## src/rtl/cpu_clock_controller.sv

```systemverilog
// CPU clock-enable sequencer: free-run at a programmable prescale, halt, or
// single-step from a pushbutton, honouring CPU-requested halts.
module cpu_clock_controller #(
    parameter int                   CNT_WIDTH        = 32,
    parameter logic [CNT_WIDTH-1:0] DEFAULT_PRESCALE = CNT_WIDTH'(4_999_999),
    parameter int                   TICK_WIDTH       = 16
) (
    input  logic                  clk,
    input  logic                  reset,
    input  logic                  run_req,
    input  logic                  step_req,
    input  logic [CNT_WIDTH-1:0]  prescale_in,
    input  logic                  prescale_load,
    input  logic                  cpu_halt,
    output logic                  clk_cpu,
    output logic                  running,
    output logic                  halted,
    output logic [TICK_WIDTH-1:0] tick_count
);

    typedef enum logic [1:0] {
        S_HALT = 2'd0,
        S_RUN  = 2'd1,
        S_STEP = 2'd2
    } state_t;

    state_t                  r_state;
    state_t                  w_next;
    logic [CNT_WIDTH-1:0]    r_cnt;
    logic [CNT_WIDTH-1:0]    w_cnt_next;
    logic [CNT_WIDTH-1:0]    r_prescale;
    logic                    r_run_meta;
    logic                    r_run_sync;
    logic                    r_step_meta;
    logic                    r_step_sync;
    logic                    r_step_prev;
    logic                    r_clk_cpu;
    logic                    r_running;
    logic                    r_halted;
    logic [TICK_WIDTH-1:0]   r_tick;
    logic                    w_pulse;
    logic                    w_step_edge;

    assign w_step_edge = r_step_sync & ~r_step_prev;

    always_ff @(posedge clk or posedge reset) begin
        if (reset) begin
            r_run_meta  <= 1'b0;
            r_run_sync  <= 1'b0;
            r_step_meta <= 1'b0;
            r_step_sync <= 1'b0;
            r_step_prev <= 1'b0;
        end else begin
            r_run_meta  <= run_req;
            r_run_sync  <= r_run_meta;
            r_step_meta <= step_req;
            r_step_sync <= r_step_meta;
            r_step_prev <= r_step_sync;
        end
    end

    // Exit and prescale reload both beat the terminal count, so neither emits a pulse.
    always_comb begin
        w_next     = r_state;
        w_pulse    = 1'b0;
        w_cnt_next = '0;
        case (r_state)
            S_HALT: begin
                if (r_run_sync && !r_halted) begin
                    w_next = S_RUN;
                end else if (w_step_edge) begin
                    w_next = S_STEP;
                end
            end
            S_RUN: begin
                if (!r_run_sync || cpu_halt) begin
                    w_next = S_HALT;
                end else if (prescale_load) begin
                    w_cnt_next = '0;
                end else if (r_cnt == r_prescale) begin
                    w_pulse    = 1'b1;
                    w_cnt_next = '0;
                end else begin
                    w_cnt_next = r_cnt + 1'b1;
                end
            end
            S_STEP: begin
                w_pulse = 1'b1;
                w_next  = S_HALT;
            end
            default: begin
                w_next = S_HALT;
            end
        endcase
    end

    always_ff @(posedge clk or posedge reset) begin
        if (reset) begin
            r_state    <= S_HALT;
            r_cnt      <= '0;
            r_prescale <= DEFAULT_PRESCALE;
            r_clk_cpu  <= 1'b0;
            r_running  <= 1'b0;
            r_halted   <= 1'b0;
            r_tick     <= '0;
        end else begin
            r_state   <= w_next;
            r_cnt     <= w_cnt_next;
            r_clk_cpu <= w_pulse;
            r_running <= (w_next == S_RUN);
            if (prescale_load) begin
                r_prescale <= prescale_in;
            end
            // Dropping the run switch is the only way to release a CPU halt.
            if (!r_run_sync) begin
                r_halted <= 1'b0;
            end else if (cpu_halt && (r_state == S_RUN)) begin
                r_halted <= 1'b1;
            end
            if (r_clk_cpu) begin
                r_tick <= r_tick + 1'b1;
            end
        end
    end

    assign clk_cpu    = r_clk_cpu;
    assign running    = r_running;
    assign halted     = r_halted;
    assign tick_count = r_tick;

endmodule

```

## config.mk

```make
export PLATFORM = sky130hd
export DESIGN_NAME = cpu_clock_controller
export DESIGN_NICKNAME = d
export VERILOG_FILES = /design/src/rtl/cpu_clock_controller.sv
export SDC_FILE = /design/constraint.sdc
export NUM_CORES = 1
export LEC_CHECK = 0
export CORE_UTILIZATION = 50
export DETAILED_ROUTE_END_ITERATION = 8
export GPL_TIMING_DRIVEN = 0
export PLACE_DENSITY = 0.74
export SYNTH_ARGS = -nofsm -noshare
export SYNTH_HDL_FRONTEND = slang
export SYNTH_SLANG_ARGS = --single-unit
```

## constraint.sdc

```tcl
create_clock -name clk -period 4 [get_ports clk]
set_input_delay 0.8 -clock clk [delete_from_list [all_inputs] [get_ports clk]]
set_output_delay 0.8 -clock clk [all_outputs]
set_load 0.02 [all_outputs]
```

==> results of run 1 <==
==> power by group <==
group | internal (mW) | leakage [nW] | switching, mW
combinational | 0.166 | 0.887 | 0.156
clock | 0.243 | 0.0807 | 0.305
sequential | 0.989 | 1.15 | 0.0618
==> cell families after synthesis <==
group | count (synthesis) | synth area share (%)
AND/OR/NAND/NOR | 128 | 16.5
AO/OA/AOI/OAI | 12 | 1.63
XOR/XNOR | 75 | 15.6
adder cells (fa/ha/maj) | 5 | 1.49
multiplexers | 33 | 8.82
buffers and inverters | 20 | 2.17
flip-flops | 90 | 53.8
==> worst min path at each step <==
stage / from / to / slack [ns] / cells past startpoint
final: r_run_meta / r_run_sync / 0.35 / 0
after detailed placement: r_step_meta / r_step_sync / 0.34 / 0
after floorplan: r_run_meta / r_run_sync / 0.33 / 0
after CTS: r_step_meta / r_step_sync / 0.36 / 0
after global routing: r_step_meta / r_step_sync / 0.36 / 0
after global placement: r_run_meta / r_run_sync / 0.33 / 0
==> registers in the layout, summed over array words and instances (netlist names) <==
register	count
halted	1
clk_cpu	1
r_run_sync	1
r_prescale	32
running	1
r_step_meta	1
r_cnt	32
r_step_prev	1
r_run_meta	1
tick_count	16
r_step_sync	1
r_state	2
==> Yosys cell counts <==
cell type / count
sky130_fd_sc_hd__nor2_2: 5
sky130_fd_sc_hd__nand4_1: 13
sky130_fd_sc_hd__o21ai_0: 4
sky130_fd_sc_hd__xor2_1: 50
sky130_fd_sc_hd__buf_2: 4
sky130_fd_sc_hd__dfrtp_1: 77
sky130_fd_sc_hd__nand2_1: 18
sky130_fd_sc_hd__nor4_2: 6
sky130_fd_sc_hd__inv_1: 9
sky130_fd_sc_hd__nand3b_1: 1
sky130_fd_sc_hd__nor4_1: 9
sky130_fd_sc_hd__o21a_1: 1
sky130_fd_sc_hd__mux2_2: 33
sky130_fd_sc_hd__nor3_1: 4
sky130_fd_sc_hd__and3_1: 8
sky130_fd_sc_hd__nand4_2: 1
sky130_fd_sc_hd__o31ai_1: 1
sky130_fd_sc_hd__buf_4: 1
sky130_fd_sc_hd__or3_1: 3
sky130_fd_sc_hd__clkbuf_1: 5
sky130_fd_sc_hd__nand3_1: 16
sky130_fd_sc_hd__and4_1: 4
sky130_fd_sc_hd__and2_1: 1
sky130_fd_sc_hd__a21oi_1: 3
sky130_fd_sc_hd__nor2_1: 38
sky130_fd_sc_hd__o21ai_1: 1
sky130_fd_sc_hd__a22oi_1: 1
sky130_fd_sc_hd__buf_6: 1
sky130_fd_sc_hd__o22ai_1: 1
sky130_fd_sc_hd__dfstp_2: 13
sky130_fd_sc_hd__xnor2_1: 25
sky130_fd_sc_hd__ha_1: 5
sky130_fd_sc_hd__or3b_1: 1
==> layer usage <==
metal	GRT usage (%)	vias to the layer above
met5	0	-
met4	7.95	0
met3	3.80	14
met2	32.2	68
met1	28.1	1434
li1	-	1373
==> cell type report <==
class                   instances  share of cell area (%)
well taps                     105                    2.58
plain buffers                  11                    1.13
multi-input cells             253                    36.4
clock buffers                  14                    3.00
repair buffers                 56                    11.4
clock inverters                 2                   0.246
flip-flops and latches         90                    44.6
inverters                       9                   0.713
==> stage by stage <==
stage / setup TNS (ns) / setup WS, ns / instance area [µm²] / hold slack (ns) / utilization (%)
floorplan: 0 / 0.886 / 4210 / 0.331 / -
global placement: -37.49 / -0.491 / 4890 / 0.335 / 59.9
detailed placement: 0 / 1.72 / 4920 / 0.336 / 60.2
CTS: 0 / 1.71 / 5090 / 0.355 / 62.3
global route: 0 / 1.57 / 5090 / 0.361 / 62.3
finish: 0 / 1.73 / 5090 / 0.352 / 62.3
==> metrics.md, run 1 <==
| Metric | Value |
|---|---|
| I/O pins | `57` |
| Horizontal extent of the die | `93.8 µm` |
| Clock tree from TritonCTS | `yes` |
| Via count of the first global-routing pass | `2725` |
| Floorplan die area | `8800 µm²` |
| Area growth from synthesis to layout | `20.8%` |
| Cell accounting for the most synthesized area | `sky130_fd_sc_hd__dfrtp_1` |
| Classification of the worst setup path | `flop to output pin` |
| Cell row count | `33` |
| Clock slew at the register clock pins of the worst setup and hold paths | `0.09 ns` |
| Internal reg-to-reg setup slack | `1.81 ns` |
| Final antenna-violating net count | `0` |
| Pin count of the biggest net entering global routing | `68` |
| Final estimated routing congestion in global placement | `0.831` |
| Crit-path cells | `clkdlybuf4s50_1` |
| Combined flip-flop and latch cell area | `2270 µm²` |
| Start point of the critical path | `clk_cpu` |
| First-pass GRT wire length | `13600 µm` |
| Yosys synthesis warning count | `0` |
| Setup repair after global routing missed its margin | `false` |
| Fraction of post-synthesis cell area in the top cell type by area | `45.7%` |
| End of the critical path | `clk_cpu` |
| Post-Syn Nets | `406` |
| All-layer global routing usage | `20.5%` |
| Count of cells along the worst register-to-register path | `7` |
| Number of antenna repair diodes | `0` |
| DIE HEIGHT | `93.8 µm` |
| Cells resized by post-CTS repair | `0` |
| Top area cells in the synthesized netlist | `sky130_fd_sc_hd__dfrtp_1 46%, sky130_fd_sc_hd__xor2_1 10%, sky130_fd_sc_hd__mux2_2 8.8%` |
| Share of synthesized area occupied by flip-flops and latches | `53.8%` |
| Wire length on met2 | `4020 µm` |
| Clock tree root buffer cell | `sky130_fd_sc_hd__clkbuf_8` |
| Startpoint of the most critical register-to-register path | `r_cnt[24]` |
| Transition at the pin with the smallest max-transition slack | `0.582 ns` |
| Remaining DRCs | `0` |
| WP depth | `1` |
| Highest net fanout along the worst path | `7` |
| Cell count after placement | `524` |
| Combined buffer and inverter count along the critical path | `1` |
| Final Hold Violating Endpoints | `0` |
| Clock sink count | `90` |
| 1st-iter DRT viols | `152` |
| Areal power density over the cells | `377 nW/µm²` |
| Worst vdd ir | `205 µV` |
| Total routed wire length on the met1 layer | `3790 µm` |
| Crit path max-delay cell type | `sky130_fd_sc_hd__clkdlybuf4s50_1` |
| Average instance area after synthesis | `11.6 µm²` |
| NumNets Final | `473` |
| Path category of the worst min-delay check | `flop to flop` |
| Kind of start point of the critical path | `flop` |
| Uppermost metal layer occupied by signal nets | `met4` |
| CP arrival | `1.47 ns` |
| WP data required | `3.20 ns` |
| Total via count after detailed routing | `2889` |
| TritonRoute pass-1 iters | `4` |
| Final total power | `1.92 mW` |
| Clock latency at the later pin of the worst-skew pair | `0.35 ns` |
| GRT Residual Overflow | `0` |
| Max incr delay on CP | `0.65 ns` |
| Vias per cell | `5.35` |
| Commonest cells after routing, fill and taps aside | `77 x sky130_fd_sc_hd__dfrtp_1, 55 x sky130_fd_sc_hd__clkdlybuf4s50_1, 50 x sky130_fd_sc_hd__xor2_1` |
| Reg2reg end | `r_cnt[24]` |
| Fraction of final layout cells with drive strength greater than 1 | `17.9%` |
| Cells after synthesis | `363` |
| WL/cell | `15.3 µm` |
| Relative slew slack | `60.9%` |
| Most common library cell in the layout ignoring fill and taps | `sky130_fd_sc_hd__dfrtp_1` |
| Fill cell instance count of the final layout | `656` |
| Endpoint type of the worst setup path | `output pin` |
| Cell area after technology mapping | `4210 µm²` |
| HPWL after detailed placement | `5940 µm` |
| Initial antenna violation count | `0` |
| Setup-failing EPs final | `0` |
| Total routed wirelength | `8290 µm` |
| Critical path's top delay family | `buffers and inverters` |
| Number of buffers on the longest clock path | `2` |
| Status | `completed` |
| Postcts setup bufs | `0` |
| Core Area | `8180 µm²` |
| Max-capacitance violation count | `0` |
| Minimum period implied by the final worst setup slack | `2.27 ns` |
| Final number of max-transition violations | `0` |
| Crit share post-route | `56.8%` |
| CTS Hold Bufs | `0` |
| Post-synthesis register bit count | `90` |
| Wire length on met3 | `321 µm` |
| Worst clock skew on the final layout | `0.00958 ns` |
| Footprint of the multi-input gates | `1850 µm²` |
| Number of distinct library cell variants in the gate-level netlist after synthesis | `33` |
| Number of buffers inserted during clock tree synthesis | `9` |
| Non-filler cells in the finished layout | `540` |
| Max Clock Freq | `440 MHz` |
| IO Port Bufs | `55` |
| Starting density of the core | `51.5%` |
| Leakage power | `2.11 nW` |
| # H-tree levels | `3` |
(Power assumes the default switching activity.)
==> inputs of run 2 (changes only) <==
- clock period: 4 -> 2.3 ns (I/O delays scaled with it)
==> metrics.md, run 2 (synthesis gave the netlist of run 1 again) <==
| Metric | Value |
|---|---|
| Status | `completed (unchanged)` |
| Horizontal extent of the die | `93.8 µm (unchanged)` |
| Transition at the pin with the smallest max-transition slack | `0.639 ns (was 0.582 ns)` |
| All-layer global routing usage | `20.1% (was 20.5%)` |
| TritonRoute pass-1 iters | `4 (unchanged)` |
| Final antenna-violating net count | `0 (unchanged)` |
| Count of cells along the worst register-to-register path | `6 (was 7)` |
| Highest net fanout along the worst path | `10 (was 7)` |
| NumNets Final | `474 (was 473)` |
| Pin count of the biggest net entering global routing | `41 (was 68)` |
| Clock tree root buffer cell | `sky130_fd_sc_hd__clkbuf_8 (unchanged)` |
| Clock sink count | `90 (unchanged)` |
| Most common library cell in the layout ignoring fill and taps | `sky130_fd_sc_hd__dfrtp_1 (unchanged)` |
| Worst vdd ir | `380 µV (was 205 µV)` |
| End of the critical path | `r_cnt[26] (was clk_cpu)` |
| Minimum period implied by the final worst setup slack | `2.13 ns` |
| Number of buffers inserted during clock tree synthesis | `9 (unchanged)` |
| Kind of start point of the critical path | `flop (unchanged)` |
| Final estimated routing congestion in global placement | `0.825 (was 0.831)` |
| Footprint of the multi-input gates | `1860 µm² (was 1850 µm²)` |
| Final Util | `62.9% (was 62.3%)` |
| Relative slew slack | `57.0% (was 60.9%)` |
| Total via count after detailed routing | `2848 (was 2889)` |
| Starting density of the core | `51.5% (unchanged)` |
| WP data required | `2.53 ns (was 3.20 ns)` |
| Cell row count | `33 (unchanged)` |
| CP arrival | `2.36 ns (was 1.47 ns)` |
| Floorplan die area | `8800 µm² (unchanged)` |
| DIE HEIGHT | `93.8 µm (unchanged)` |
| Reg2reg end | `r_cnt[26] (was r_cnt[24])` |
| Clock slew at the register clock pins of the worst setup and hold paths | `0.09 ns (about the same)` |
| Final Hold Violating Endpoints | `0 (unchanged)` |
| Crit share post-route | `92.6%` |
| Aggregate negative setup slack | `0 ns (unchanged)` |
| Fraction of final layout cells with drive strength greater than 1 | `18.8% (was 17.9%)` |
| 1st-iter DRT viols | `93 (was 152)` |
| Setup repair after global routing missed its margin | `false (unchanged)` |
| Classification of the worst setup path | `flop to flop (was flop to output pin)` |
| HPWL after detailed placement | `5980 µm (was 5940 µm)` |
| Total routed wirelength | `8160 µm (was 8290 µm)` |
| WL/cell | `15.1 µm (was 15.3 µm)` |
| Vias per cell | `5.26 (was 5.35)` |
| Startpoint of the most critical register-to-register path | `r_cnt[25] (was r_cnt[24])` |
| Setup-failing EPs final | `0 (unchanged)` |
| Clock tree from TritonCTS | `yes (unchanged)` |
| Cell count after placement | `525 (was 524)` |
| Endpoint type of the worst setup path | `flop (was output pin)` |
| Internal reg-to-reg setup slack | `0.17 ns (was 1.81 ns)` |
| I/O pins | `57 (unchanged)` |
| Number of antenna repair diodes | `0 (unchanged)` |
| Path category of the worst min-delay check | `flop to flop (unchanged)` |
| Remaining DRCs | `0 (unchanged)` |
| IO Port Bufs | `55 (unchanged)` |
| Max Clock Freq | `469 MHz` |
| Fill cell instance count of the final layout | `672 (was 656)` |
| Worst clock skew on the final layout | `0.0124 ns (was 0.00958 ns)` |
| # H-tree levels | `3 (unchanged)` |
| GRT Residual Overflow | `0 (unchanged)` |
| Areal power density over the cells | `672 nW/µm² (was 377 nW/µm²)` |
| Area growth from synthesis to layout | `22.0% (was 20.8%)` |
| Post-Layout Inst Area | `5140 µm² (was 5090 µm²)` |
| Start point of the critical path | `r_cnt[25] (was clk_cpu)` |
| Leakage power | `2.13 nW (was 2.11 nW)` |
| Postcts setup bufs | `0 (unchanged)` |
| Clock latency at the later pin of the worst-skew pair | `0.35 ns (about the same)` |
| Final number of max-transition violations | `0 (unchanged)` |
| Via count of the first global-routing pass | `2779 (was 2725)` |
| Number of buffers on the longest clock path | `2 (unchanged)` |
| First-pass GRT wire length | `13400 µm (was 13600 µm)` |
| Commonest cells after routing, fill and taps aside | `77 x sky130_fd_sc_hd__dfrtp_1, 55 x sky130_fd_sc_hd__clkdlybuf4s50_1, 50 x sky130_fd_sc_hd__xor2_1 (unchanged)` |
| Core Area | `8180 µm² (unchanged)` |
| Max-capacitance violation count | `0 (unchanged)` |
| Post-detailed-placement cell area | `4940 µm² (was 4920 µm²)` |
| Initial antenna violation count | `0 (unchanged)` |
| Combined flip-flop and latch cell area | `2270 µm² (unchanged)` |
| Non-filler cells in the finished layout | `541 (was 540)` |
run 2: critical path: stages (launching register included):
cell and delay [ns]:
sky130_fd_sc_hd__dfrtp_1 0.47, sky130_fd_sc_hd__xor2_1 0.19, sky130_fd_sc_hd__nor4_1 0.48, sky130_fd_sc_hd__nand4_1 0.21
sky130_fd_sc_hd__o21ai_2 0.28, sky130_fd_sc_hd__buf_2 0.30, sky130_fd_sc_hd__nor2_1 0.08
run 2: area by class of cell:
| type | count | area share (%) |
|---|---|---|
| flip-flops and latches | 90 | 44.1 |
| multi-input cells | 253 | 36.1 |
| repair buffers | 57 | 11.5 |
| clock buffers | 12 | 2.82 |
| well taps | 105 | 2.56 |
| plain buffers | 11 | 1.12 |
| clock inverters | 4 | 0.998 |
| inverters | 9 | 0.730 |
run 2: layer usage:
layer  global-route usage [%]  part of all wire [%]
met1                     27.4                    46
met2                     31.6                    47
met3                     3.48                   4.2
met4                     8.85                   2.1
met5                        0                     0
run 2: where the power goes:
| group | switching [mW] | internal, mW |
|---|---|---|
| registers | 0.107 | 1.72 |
| clock network | 0.532 | 0.533 |
| logic | 0.271 | 0.290 |
run 2: metrics by stage:
| stage | power, mW | worst slack, ns | hold WS [ns] |
|---|---|---|---|
| 2_1_floorplan | 2.17 | 0.584 | 0.331 |
| 3_3_place_gp | 2.40 | -0.167 | 0.334 |
| 3_5_place_dp | 2.43 | 0.102 | 0.346 |
| 4_1_cts | 3.50 | 0.0574 | 0.370 |
| 5_1_grt | 3.63 | 0.0267 | 0.385 |
| 6_report | 3.45 | 0.169 | 0.362 |
run 2: what timing repair did:
action | 4_1_cts | 5_1_grt
hold buffers | 0 | 0
resized for setup | 0 | 1
setup endpoints to repair | 0 | 30
run 2: how the worst min path moves through the flow:
stage | slack (ns) | start | cells past startpoint | to
floorplan | 0.33 | r_run_meta | 0 | r_run_sync
global placement | 0.33 | r_run_meta | 0 | r_run_sync
detailed placement | 0.35 | r_run_meta | 0 | r_run_sync
CTS | 0.37 | r_run_meta | 0 | r_run_sync
global route | 0.39 | r_step_meta | 0 | r_step_sync
finish | 0.36 | r_run_meta | 0 | r_run_sync
